File: config.mk
export PLATFORM = sky130hd
export DESIGN_NAME = unified_mem_arbiter
export DESIGN_NICKNAME = d
export VERILOG_FILES = /design/src/rtl/mem_arb_pkg.sv /design/src/rtl/mem_arb_pick.sv /design/src/rtl/unified_mem_arbiter.sv
export SDC_FILE = /design/constraint.sdc
export NUM_CORES = 1
export LEC_CHECK = 0
export BUFFER_PORTS_ARGS = -buffer_cell sky130_fd_sc_hd__buf_2
export CORE_AREA = 10 10 115 117
export DETAILED_ROUTE_END_ITERATION = 12
export DIE_AREA = 0 0 125 127
export PLACE_DENSITY = 0.81
export SKIP_CTS_REPAIR_TIMING = 1
export SYNTH_ARGS = -nofsm -noshare
export SYNTH_HDL_FRONTEND = slang
export SYNTH_SLANG_ARGS = --single-unit
File: constraint.sdc
create_clock -name clk -period 1.5 [get_ports clk]
set_input_delay 0.15 -clock clk [delete_from_list [all_inputs] [get_ports clk]]
set_output_delay 0.15 -clock clk [all_outputs]
set_load 0.02 [all_outputs]
File: src/rtl/mem_arb_pkg.sv
// Shared definitions for the unified memory arbiter.
//   arb_state_t    : arbiter FSM states
//   FUNCT3_LW      : funct3 presented to memory for instruction fetches
//   STREAK_DEFAULT : default limit on back-to-back data grants while a fetch waits
package mem_arb_pkg;

   typedef enum logic [1:0] {
      IDLE   = 2'd0,
      BUSY_D = 2'd1,
      BUSY_I = 2'd2
   } arb_state_t;

   localparam logic [2:0] FUNCT3_LW      = 3'b010;
   localparam int         STREAK_DEFAULT = 4;

endpackage

File: src/rtl/mem_arb_pick.sv
// Grant selection for the unified memory arbiter.
// Data is preferred, except when the streak counter has reached its limit
// and a fetch is also eligible. The streak counter lives here as well.
// Ports:
//   clk, rst        : clock, asynchronous active-low reset
//   idle            : arbiter is free to grant this cycle
//   d_elig, i_elig  : data / fetch requester eligible for a grant
//   if_req          : raw fetch request (drives the streak rule)
//   grant_d, grant_i: one-hot grant decision (combinational)
module mem_arb_pick
   import mem_arb_pkg::*;
#(
   parameter int STREAK = STREAK_DEFAULT
) (
   input  logic clk,
   input  logic rst,
   input  logic idle,
   input  logic d_elig,
   input  logic i_elig,
   input  logic if_req,
   output logic grant_d,
   output logic grant_i
);

   localparam logic [3:0] STREAK_MAX = 4'(STREAK);

   logic [3:0] streak;
   logic       at_limit;

   assign at_limit = (streak == STREAK_MAX);

   always_comb begin
      grant_d = 1'b0;
      grant_i = 1'b0;
      if (idle) begin
         if (d_elig && !(i_elig && at_limit))
            grant_d = 1'b1;
         else if (i_elig)
            grant_i = 1'b1;
      end
   end

   // The raw if_req (not eligibility) decides whether a data grant counts
   // against the fetch, so a fetch sitting in its ack cycle still advances it.
   always_ff @(posedge clk or negedge rst) begin
      if (!rst)
         streak <= '0;
      else if (grant_i)
         streak <= '0;
      else if (grant_d) begin
         if (!if_req)
            streak <= '0;
         else if (!at_limit)
            streak <= streak + 4'd1;
      end
   end

endmodule

File: src/rtl/unified_mem_arbiter.sv
// Shares one single-ported unified memory between instruction fetch and
// data access. Requesters hold req until a one-cycle ack; the memory side
// is a req/ready handshake whose fields are registered at grant.
// Ports:
//   clk, rst                         : clock, asynchronous active-low reset
//   if_req/if_addr/if_ack/if_rdata   : fetch requester
//   d_req/d_we/d_addr/d_wdata/d_funct3/d_ack/d_rdata : data requester
//   mem_req/mem_we/mem_addr/mem_wdata/mem_funct3     : registered memory request
//   mem_ready/mem_rdata              : memory completion and read data
//   stall_if, stall_mem              : pipeline freeze (combinational)
//
// state  | meaning
// IDLE   | memory free; grant chosen from the eligible requesters
// BUSY_D | data transaction in flight, waiting for mem_ready
// BUSY_I | fetch transaction in flight, waiting for mem_ready
module unified_mem_arbiter
   import mem_arb_pkg::*;
#(
   parameter int ADDR_W = 8,
   parameter int DATA_W = 32,
   parameter int STREAK = STREAK_DEFAULT
) (
   input  logic              clk,
   input  logic              rst,
   input  logic              if_req,
   input  logic [ADDR_W-1:0] if_addr,
   output logic              if_ack,
   output logic [DATA_W-1:0] if_rdata,
   input  logic              d_req,
   input  logic              d_we,
   input  logic [ADDR_W-1:0] d_addr,
   input  logic [DATA_W-1:0] d_wdata,
   input  logic [2:0]        d_funct3,
   output logic              d_ack,
   output logic [DATA_W-1:0] d_rdata,
   output logic              mem_req,
   output logic              mem_we,
   output logic [ADDR_W-1:0] mem_addr,
   output logic [DATA_W-1:0] mem_wdata,
   output logic [2:0]        mem_funct3,
   input  logic              mem_ready,
   input  logic [DATA_W-1:0] mem_rdata,
   output logic              stall_if,
   output logic              stall_mem
);

   arb_state_t state, state_nxt;
   logic       grant_d, grant_i;
   logic       d_elig, i_elig;

   // A requester still holds req during its ack cycle; it must not be re-granted then.
   assign d_elig    = d_req & ~d_ack;
   assign i_elig    = if_req & ~if_ack;
   assign stall_mem = d_req & ~d_ack;
   assign stall_if  = if_req & ~if_ack;

   mem_arb_pick #(
      .STREAK (STREAK)
   ) u_pick (
      .clk     (clk),
      .rst     (rst),
      .idle    (state == IDLE),
      .d_elig  (d_elig),
      .i_elig  (i_elig),
      .if_req  (if_req),
      .grant_d (grant_d),
      .grant_i (grant_i)
   );

   always_ff @(posedge clk or negedge rst) begin
      if (!rst)
         state <= IDLE;
      else
         state <= state_nxt;
   end

   always_comb begin
      state_nxt = state;
      case (state)
         IDLE: begin
            if (grant_d)
               state_nxt = BUSY_D;
            else if (grant_i)
               state_nxt = BUSY_I;
         end
         BUSY_D, BUSY_I: begin
            if (mem_ready)
               state_nxt = IDLE;
         end
         default: state_nxt = IDLE;
      endcase
   end

   // mem_req is its own flop so the memory never sees requester-side logic.
   always_ff @(posedge clk or negedge rst) begin
      if (!rst) begin
         mem_req    <= 1'b0;
         mem_we     <= 1'b0;
         mem_addr   <= '0;
         mem_wdata  <= '0;
         mem_funct3 <= '0;
      end else begin
         mem_req <= (state_nxt != IDLE);
         if (grant_d) begin
            mem_we     <= d_we;
            mem_addr   <= d_addr;
            mem_wdata  <= d_wdata;
            mem_funct3 <= d_funct3;
         end else if (grant_i) begin
            mem_we     <= 1'b0;
            mem_addr   <= if_addr;
            mem_wdata  <= '0;
            mem_funct3 <= FUNCT3_LW;
         end
      end
   end

   always_ff @(posedge clk or negedge rst) begin
      if (!rst) begin
         d_ack    <= 1'b0;
         if_ack   <= 1'b0;
         d_rdata  <= '0;
         if_rdata <= '0;
      end else begin
         d_ack  <= (state == BUSY_D) && mem_ready;
         if_ack <= (state == BUSY_I) && mem_ready;
         if ((state == BUSY_D) && mem_ready && !mem_we)
            d_rdata <= mem_rdata;
         if ((state == BUSY_I) && mem_ready)
            if_rdata <= mem_rdata;
      end
   end

endmodule
==> run summary, run 1 <==
The run finished, with violations left. The final reports fail on negative hold slack, negative setup slack. The total placed instance area is 5930 µm². Summed over all cells, the static leakage comes to 3.95 nW. The H-tree was split into 4 levels. The clock reaches the later pin of the worst-skew pair after 400 ps. The worst stage delay on the critical path came out at 350 ps.

STA classifies the critical path startpoint as a register. The average instance area after synthesis is 14.8 µm². The setup path with the least slack is of type reg -> reg.

The routed length on met3 is 1.10 mm. The tool flagged a number of max-cap violations equal to 0. The final-report max-slew violation count is 0, and the count of fill cells added during filler insertion is 747. The worst hold path passes through 2 cells.

Entering global routing, the biggest net connects 55 pins. Wires add up to 15.2 mm. Area of the placeable core: 11100 µm². In this run the tightest slew margin relative to its limit is 72.2%. The global-route wire length before repair is 20.3 mm. The final routed wire length divided by cell count is 19.7 µm. Input and output buffers added on the ports amount to 201. Path class of the lowest-slack min-delay path: in -> reg. Leading register cell type out of synthesis: dfrtp_1. The run gives 1 as the number of antenna violations at the first check in global routing. The CTS root buffer was clkbuf_16. Uppermost layer routed: met4. The run gives 3856 as the number of vias after detailed routing. For this run, the total global-route usage over all layers was measured as 15.8%. The area growth from synthesis to layout is 67.8%. The share of the clock period used by the worst path is 109%. The tightest hold margin is -15.4 ps, and the placement-stage worst setup slack is -94.6 ps. Synthesis inferred 117 register bits.

After clock tree synthesis, the clock-pin slew on the worst setup and hold paths is 60 ps. For this run, asynchronously set or reset flops after synthesis account for 100%. The tools report the number of detailed-routing iterations run before antenna repair as 8. For this design the ratio of total power to cell area is 2370 nW/µm².

After floorplanning, the core was divided into 39 placement rows. The worst-case clock skew was 5.16 ps. Global routing finished with a remaining overflow of 0.

dfrtp_1 is the most common cell in the netlist. dfrtp_1 takes more of the synthesized area than any other cell. The number of I/O pins is 202. In the post-synthesis netlist, the biggest area contributors are dfrtp_1, mux2_1, mux2_2. The worst-path maximum fanout works out to 6.

The finished cells cover 7590 µm². Counting every sink on the clock net gives 117. The worst setup path is captured at a register. The detailed-placement wirelength estimate is 9.63 mm, and the actual slew at the worst max-slew pin is 415 ps. The number of global-route vias before repair was 3878; the via density per instance was 5.01.

At the end of routability-driven placement, the weighted congestion stood at 0.865. The count of nets left with antenna violations once routing finished came out at 0. For this block, wires on met1 add up to 5.66 mm. For this run, the post-layout net count is 707.

The floorplan step set the die height to 127 µm. No sink is reached through more buffers than the 2 on the longest clock path. The share of the synthesized area in the top cell type is 64.7%.

The number of clock buffers inserted by TritonCTS was 17; the number of violations reported at the end of detailed-routing iteration 0 was 184. Setup violations remaining at the end of the flow were counted as 77. The sequential element share of the synthesized area came out at 64.7%. Net count after synthesis: 400. The number of synthesized flops with an enable pin came out at 0. After synthesis, the most frequently instantiated cells are dfrtp_1, a22o_1, mux2_1, mux2_2, inv_1. The logs give 15900 µm² for the area enclosed by the die boundary and 40.7% for the initial core utilization. The final critical path time including I/O delays and setup works out to 1630 ps. Yosys printed 0 warnings. In the final timing run, aggregate negative setup slack is -3770 ps. The run gives 2930 µm² as the sequential standard cell area. The cell area that synthesis handed to floorplanning was 4520 µm². The logs give 1600 µm² for the area of the multi-input gates and -132 ps for the setup slack after layout.

The slowest stage of the critical path belongs to the cell dfrtp_1. At the worst endpoint, the required time is 1840 ps. Setup repair after global routing could not meet its margin everywhere. For the arrival time of the worst setup path, the log shows 1970 ps. The number of instances in the synthesized netlist was 305; the distinct cell type count after synthesis was 30. The x dimension of the die was 125 µm; the fraction of layout cells with a size suffix above 1 was 55.0%. Wire segments on met2 add up to 8.05 mm in the final route.

The worst-case vdd ir drop came out at 1.31 mV. TritonCTS built the clock tree. For the number of hold violations in the final report, the log shows 6. Count of unresolved DRC violations after routing: 0. Static timing analysis puts the maximum clock frequency at 613 MHz. Depth of the worst register-to-register path: 7. The critical path goes through inv_1 > ha_2 > and3b_2 > a21oi_4 > clkbuf_16 > buf_12 > a22o_1.
==> power by group <==
group	switching (W)	internal (W)	total [W]	leakage, nW
sequential	0.000910	0.00474	0.00565	1.44
combinational	0.00447	0.00376	0.00824	2.22
clock	0.00150	0.00263	0.00413	0.287
==> stage by stage <==
step | total power (W) | hold slack, ps | instances | util, %
final | 0.0180 | -15.4 | 770 | 68.2
after global routing | 0.0190 | -27.5 | 769 | 68.2
after CTS | 0.0171 | -374 | 685 | 58.7
after detailed placement | 0.0129 | 65.0 | 653 | 53.3
after global placement | 0.0126 | 59.7 | 653 | 53.3
after floorplan | 0.0100 | -146 | 305 | -
==> critical path: cells and delay by family (launching register included) <==
kind            cells  cell delay (ps)
flops               1              350
fa+ha+maj           1              190
compound gates      2              420
simple gates        1              240
buf+inv             3              370
==> sequential cells by signal (all words and copies together), names as in the netlist <==
name	flops
mem_we	1
mem_wdata	32
d_ack	1
if_ack	1
state	2
mem_funct3	3
u_pick.streak	4
mem_req	1
mem_addr	8
d_rdata	32
if_rdata	32
==> cell families after synthesis <==
kind of cell | count (synthesis) | share of synthesized area (%)
flops | 117 | 64.7
mux | 64 | 15.9
compound gates | 61 | 11.2
buf+inv | 34 | 3.62
simple gates | 23 | 2.88
fa+ha+maj | 6 | 1.66
==> metal layers <==
layer,vias to the layer above,track usage [%]
met5,-,0
met4,0,6.10
met3,31,6.58
met2,174,26.9
met1,1920,17.3
li1,1731,-
==> area by class of cell <==
type	instances	area share, %
clock buffer	18	5.65
tap	143	2.36
timing repair buffer	306	29.1
inverter	16	0.791
clock inverter	14	2.36
antenna	2	0.0659
sequential	117	38.6
multi-input combinational	154	21.1
==> cells in the final DEF (no fill, tap or decap), types with 3 or more instances in the layout <==
cell type | synthesis | layout
inv_1 | 16 | 14
dlygate4sd3_1 | 0 | 72
a222oi_1 | 8 | 8
a21oi_1 | 9 | 6
mux2_4 | 0 | 31
nor2_1 | 4 | 4
mux2_2 | 32 | 32
ha_1 | 6 | 3
buf_12 | 0 | 10
a21oi_2 | 0 | 3
bufinv_16 | 0 | 3
clkbuf_16 | 0 | 22
o21ai_1 | 3 | 3
nand3b_1 | 4 | 4
a22o_1 | 35 | 35
nand2_1 | 4 | 3
clkinv_4 | 0 | 5
dfrtp_1 | 117 | 117
buf_2 | 14 | 199
buf_4 | 1 | 17
clkinvlp_4 | 0 | 3
==> worst paths after layout <==
check | start | endpoint | slack (ps)
min in group asynchronous | rst | mem_wdata[15] | 200
max in group asynchronous | rst | d_rdata[2] | 720
hold / removal | d_wdata[5] | mem_wdata[5] | -20
setup / recovery | u_pick.streak[1] | mem_funct3[2] | -130
hold reg to reg | mem_wdata[5] | mem_wdata[5] | 490
setup reg to reg | u_pick.streak[1] | mem_funct3[2] | -130
No activity file was read; power rests on OpenSTA's default activity.
==> inputs of run 2 (changes only) <==
- PLACE_DENSITY: 0.81 -> 0.74
==> run 2 against run 1 <==
The run still ends with negative hold slack, negative setup slack left. Via count rose by 1.6%. Fmax rose by 1.1%. Clock-buffer cell count is the same. Register-to-register slack improved by 20 ps. Clock power barely moved. Clock skew rose by 3.4 ps. Worst hold slack improved by 8.9 ps. Largest power group unchanged.
==> run summary, run 2 (same netlist as run 1, synthesis figures left out) <==
Standard-cell row count: 39 (unchanged). The height of the die works out to 127 µm (unchanged). The net switching fraction of the power was 37.9% (-0.35 points).

The via density per instance is 5.05 (+0.85%). For the total placed instance area, the log shows 5920 µm² (about the same). The logs give 7820 µm² (+3.1%) for the area of all placed cells without fillers and 15.9 mm (+4.5%) for the detailed-route wire length. The count of clock tree sinks is 117 (unchanged), and the share of the clock period used by the worst path is 108% (-1.2 points). The number of input and output port buffers inserted works out to 201 (unchanged). Startpoint of the most critical setup path: state[0]. The count of nets after finishing is 714 (+0.99%). The overall overflow remaining after global route is 0 (unchanged). The worst register-to-register path begins at state[0]. The met2 wirelength from detailed routing is 8.16 mm (+1.4%), and the maximum clock rate is 620 MHz (+1.1%). The share of total power in the clock network was 22.0% (-0.9 points). TritonCTS built the clock tree.

The tools report the insertion delay of the later-clocked pin in the worst-skew pair as 400 ps (about the same). The maximum number of pins on one net before global-route repair was 65 (+18%). The net switching power of the design is 0.00713 W (+3.5%), and the final routed wire length divided by cell count is 20.4 µm (+3.7%). For the routability congestion estimate, the log shows 0.844 (-2.5%). Global-route wire length before repair: 20.6 mm (+1.5%).

The number of hold violations in the final report came out at 5 (-1). The tools report the initial core utilization as 40.7% (unchanged). The number of global-route vias before repair came out at 3923 (+1.2%). The number of violations reported at the end of detailed-routing iteration 0 came out at 255 (+39%).

The tightest hold margin was -6.50 ps (+8.91 ps). The final-report max-slew violation count came out at 0 (unchanged). The area growth from synthesis to layout is 73.0%. CTS root buffer: clkbuf_16. The run gives 8.51 ps (+3.36 ps) as the worst-case clock skew.

The final count of negative-setup-slack endpoints is 95 (+23%). The tools report the total internal power as 0.0117 W (+5.0%). The tools report the number of vias after detailed routing as 3919 (+1.6%). The final reports fail on negative hold slack, negative setup slack. STA classifies the critical path endpoint as a register. The count of unresolved DRC violations after routing came out at 0 (unchanged). Leaving out fill and tap cells, the most frequent cells in the layout are buf_2, dfrtp_1, mux2_4. The clock slew seen by the registers of the worst setup and hold paths was 50 ps (about the same); the worst-path maximum fanout was 5 (-1).

In the final layout, the registers with the most flip-flops are d_rdata x32, if_rdata x32, mem_wdata x32. The library cell used most frequently in the layout, excluding fill and tap cells, is buf_2. The run gives -86.0 ps (+8.58 ps) as the placement-stage worst setup slack. The slowest stage of the critical path is the dfrtp_1 cell. The arrival time of the worst setup path is 1930 ps (-40 ps).

In this run the most critical hold path is launched from d_addr[2]. The actual slew at the worst max-slew pin was 335 ps (-80.6 ps). The worst-case vdd ir drop is 1.58 mV (+20%). For the area enclosed by the die boundary, the log shows 15900 µm² (unchanged). The number of antenna violations at the first check in global routing is 0 (-1). Setup repair after global routing could not meet its margin everywhere. The wire length the detailed router placed on met1 is 6.12 mm (+8.1%), and the area of the placeable core is 11100 µm² (unchanged).

The number of detailed-routing iterations run before antenna repair was 5 (-3); the x dimension of the die was 125 µm (unchanged). The run gives 712 (-4.7%) as the count of fill cells added during filler insertion. Number of clock buffers inserted by TritonCTS: 17 (unchanged). Detailed-placement wirelength estimate: 9.66 mm (+0.34%).

The fraction of layout cells with a size suffix above 1 was 58.1% (+3.0 points). The tools report the power after layout as 0.0188 W (+4.4%). Relative contribution of combinational cells to total power: 47.9% (+2.2 points). The headroom to the max-slew limit is 77.7% (+5.5 points), and the required time reported for the critical path endpoint is 1820 ps (-20 ps). The run gives -114 ps (+17.6 ps) as the setup slack after layout. The sequential cell fraction of total power was 30.1% (-1.3 points). The min-delay analysis places its worst path in the category in -> reg. The number of nets with antenna violations after detailed routing is 0 (unchanged), and the routed length on met3 is 1.10 mm (-0.18%). Static leakage: 4.16 nW (+5.4%).

The number of buffers on the longest clock path came out at 2 (unchanged). The run finished, with violations left. STA classifies the critical path startpoint as a register. The classification of the worst setup path is reg -> reg.

The worst stage delay on the critical path was 410 ps (+60 ps). The number of I/O pins is 202 (unchanged). The cell occurring most often along the worst timing path is a21oi_2. The final critical path time including I/O delays and setup came out at 1610 ps (-17.6 ps). The critical path goes through inv_2 > ha_4 > nand3b_1 > a21oi_4 > buf_4 > buf_6 > a21oi_2 > a21oi_2. Uppermost layer routed: met4.

The count of maximum capacitance violations is 0 (unchanged). The overall track demand over capacity in global routing came out at 16.0% (+0.21 points). The maximum level of the CTS H-tree was 4 (unchanged); the total power density per cell area was 2400 nW/µm² (+1.3%).
run 2: changes by cell type in the layout (fill, tap and decap cells not counted), moves of 3 or more:
cell,delta
dlygate4sd3_1,-9
mux2_4,+33
clkinv_4,-3
buf_4,+9
mux2_2,-32
buf_6,+7
run 2: cell type report:
class                           count  area [µm²]  area share (%)
Sequential cell                   117        2930            37.4
Antenna cell                        1        2.50          0.0320
Multi-Input combinational cell    155        1770            22.6
Clock inverter                     14         176            2.25
Tap cell                          143         179            2.29
Inverter                           16        60.1           0.768
Timing Repair Buffer              312        2270            29.1
Clock buffer                       18         439            5.61
run 2: path summary, 6_finish.rpt:
path                            endpoint  slack (ps)  cells after the start
min                          mem_addr[2]          -7                      3
min reg2reg                mem_wdata[28]         490                      1
max reg2reg                      mem_req        -110                      8
min in group asynchronous    d_rdata[19]         290                      3
max                              mem_req        -110                      8
max in group asynchronous    d_rdata[31]         910                      3
run 2: power groups by stage:
stage	logic, W	clock network [W]	registers, W
floorplan	0.00260	0	0.00742
global placement	0.00719	0	0.00548
detailed placement	0.00735	0	0.00557
CTS	0.00737	0.00422	0.00555
global route	0.00955	0.00439	0.00583
finish	0.00901	0.00414	0.00566
run 2: worst max-delay path: cells and delay by family, from the launching register on:
kind / cells / cell delay [ps]
AOI/OAI and AO/OA: 3 / 460
adders and majority gates: 1 / 160
DFF: 1 / 410
and+or+nand+nor: 1 / 150
buffers and inverters: 3 / 350
run 2: metrics by stage:
step | cells | util [%] | hold slack (ps) | TNS (ps)
after detailed placement | 656 | 53.3 | 176 | -1760
after global routing | 775 | 70.3 | -10.6 | -9660
after CTS | 688 | 58.8 | -260 | -2740
after global placement | 656 | 53.3 | 171 | -253
final | 776 | 70.3 | -6.50 | -3640
after floorplan | 305 | - | -146 | -0.286
run 2: metal layers:
layer | vias to the layer above | GRT usage [%]
met4 | 0 | 8.27
met2 | 182 | 27.1
met3 | 36 | 5.71
li1 | 1749 | -
met5 | - | 0
met1 | 1952 | 17.5
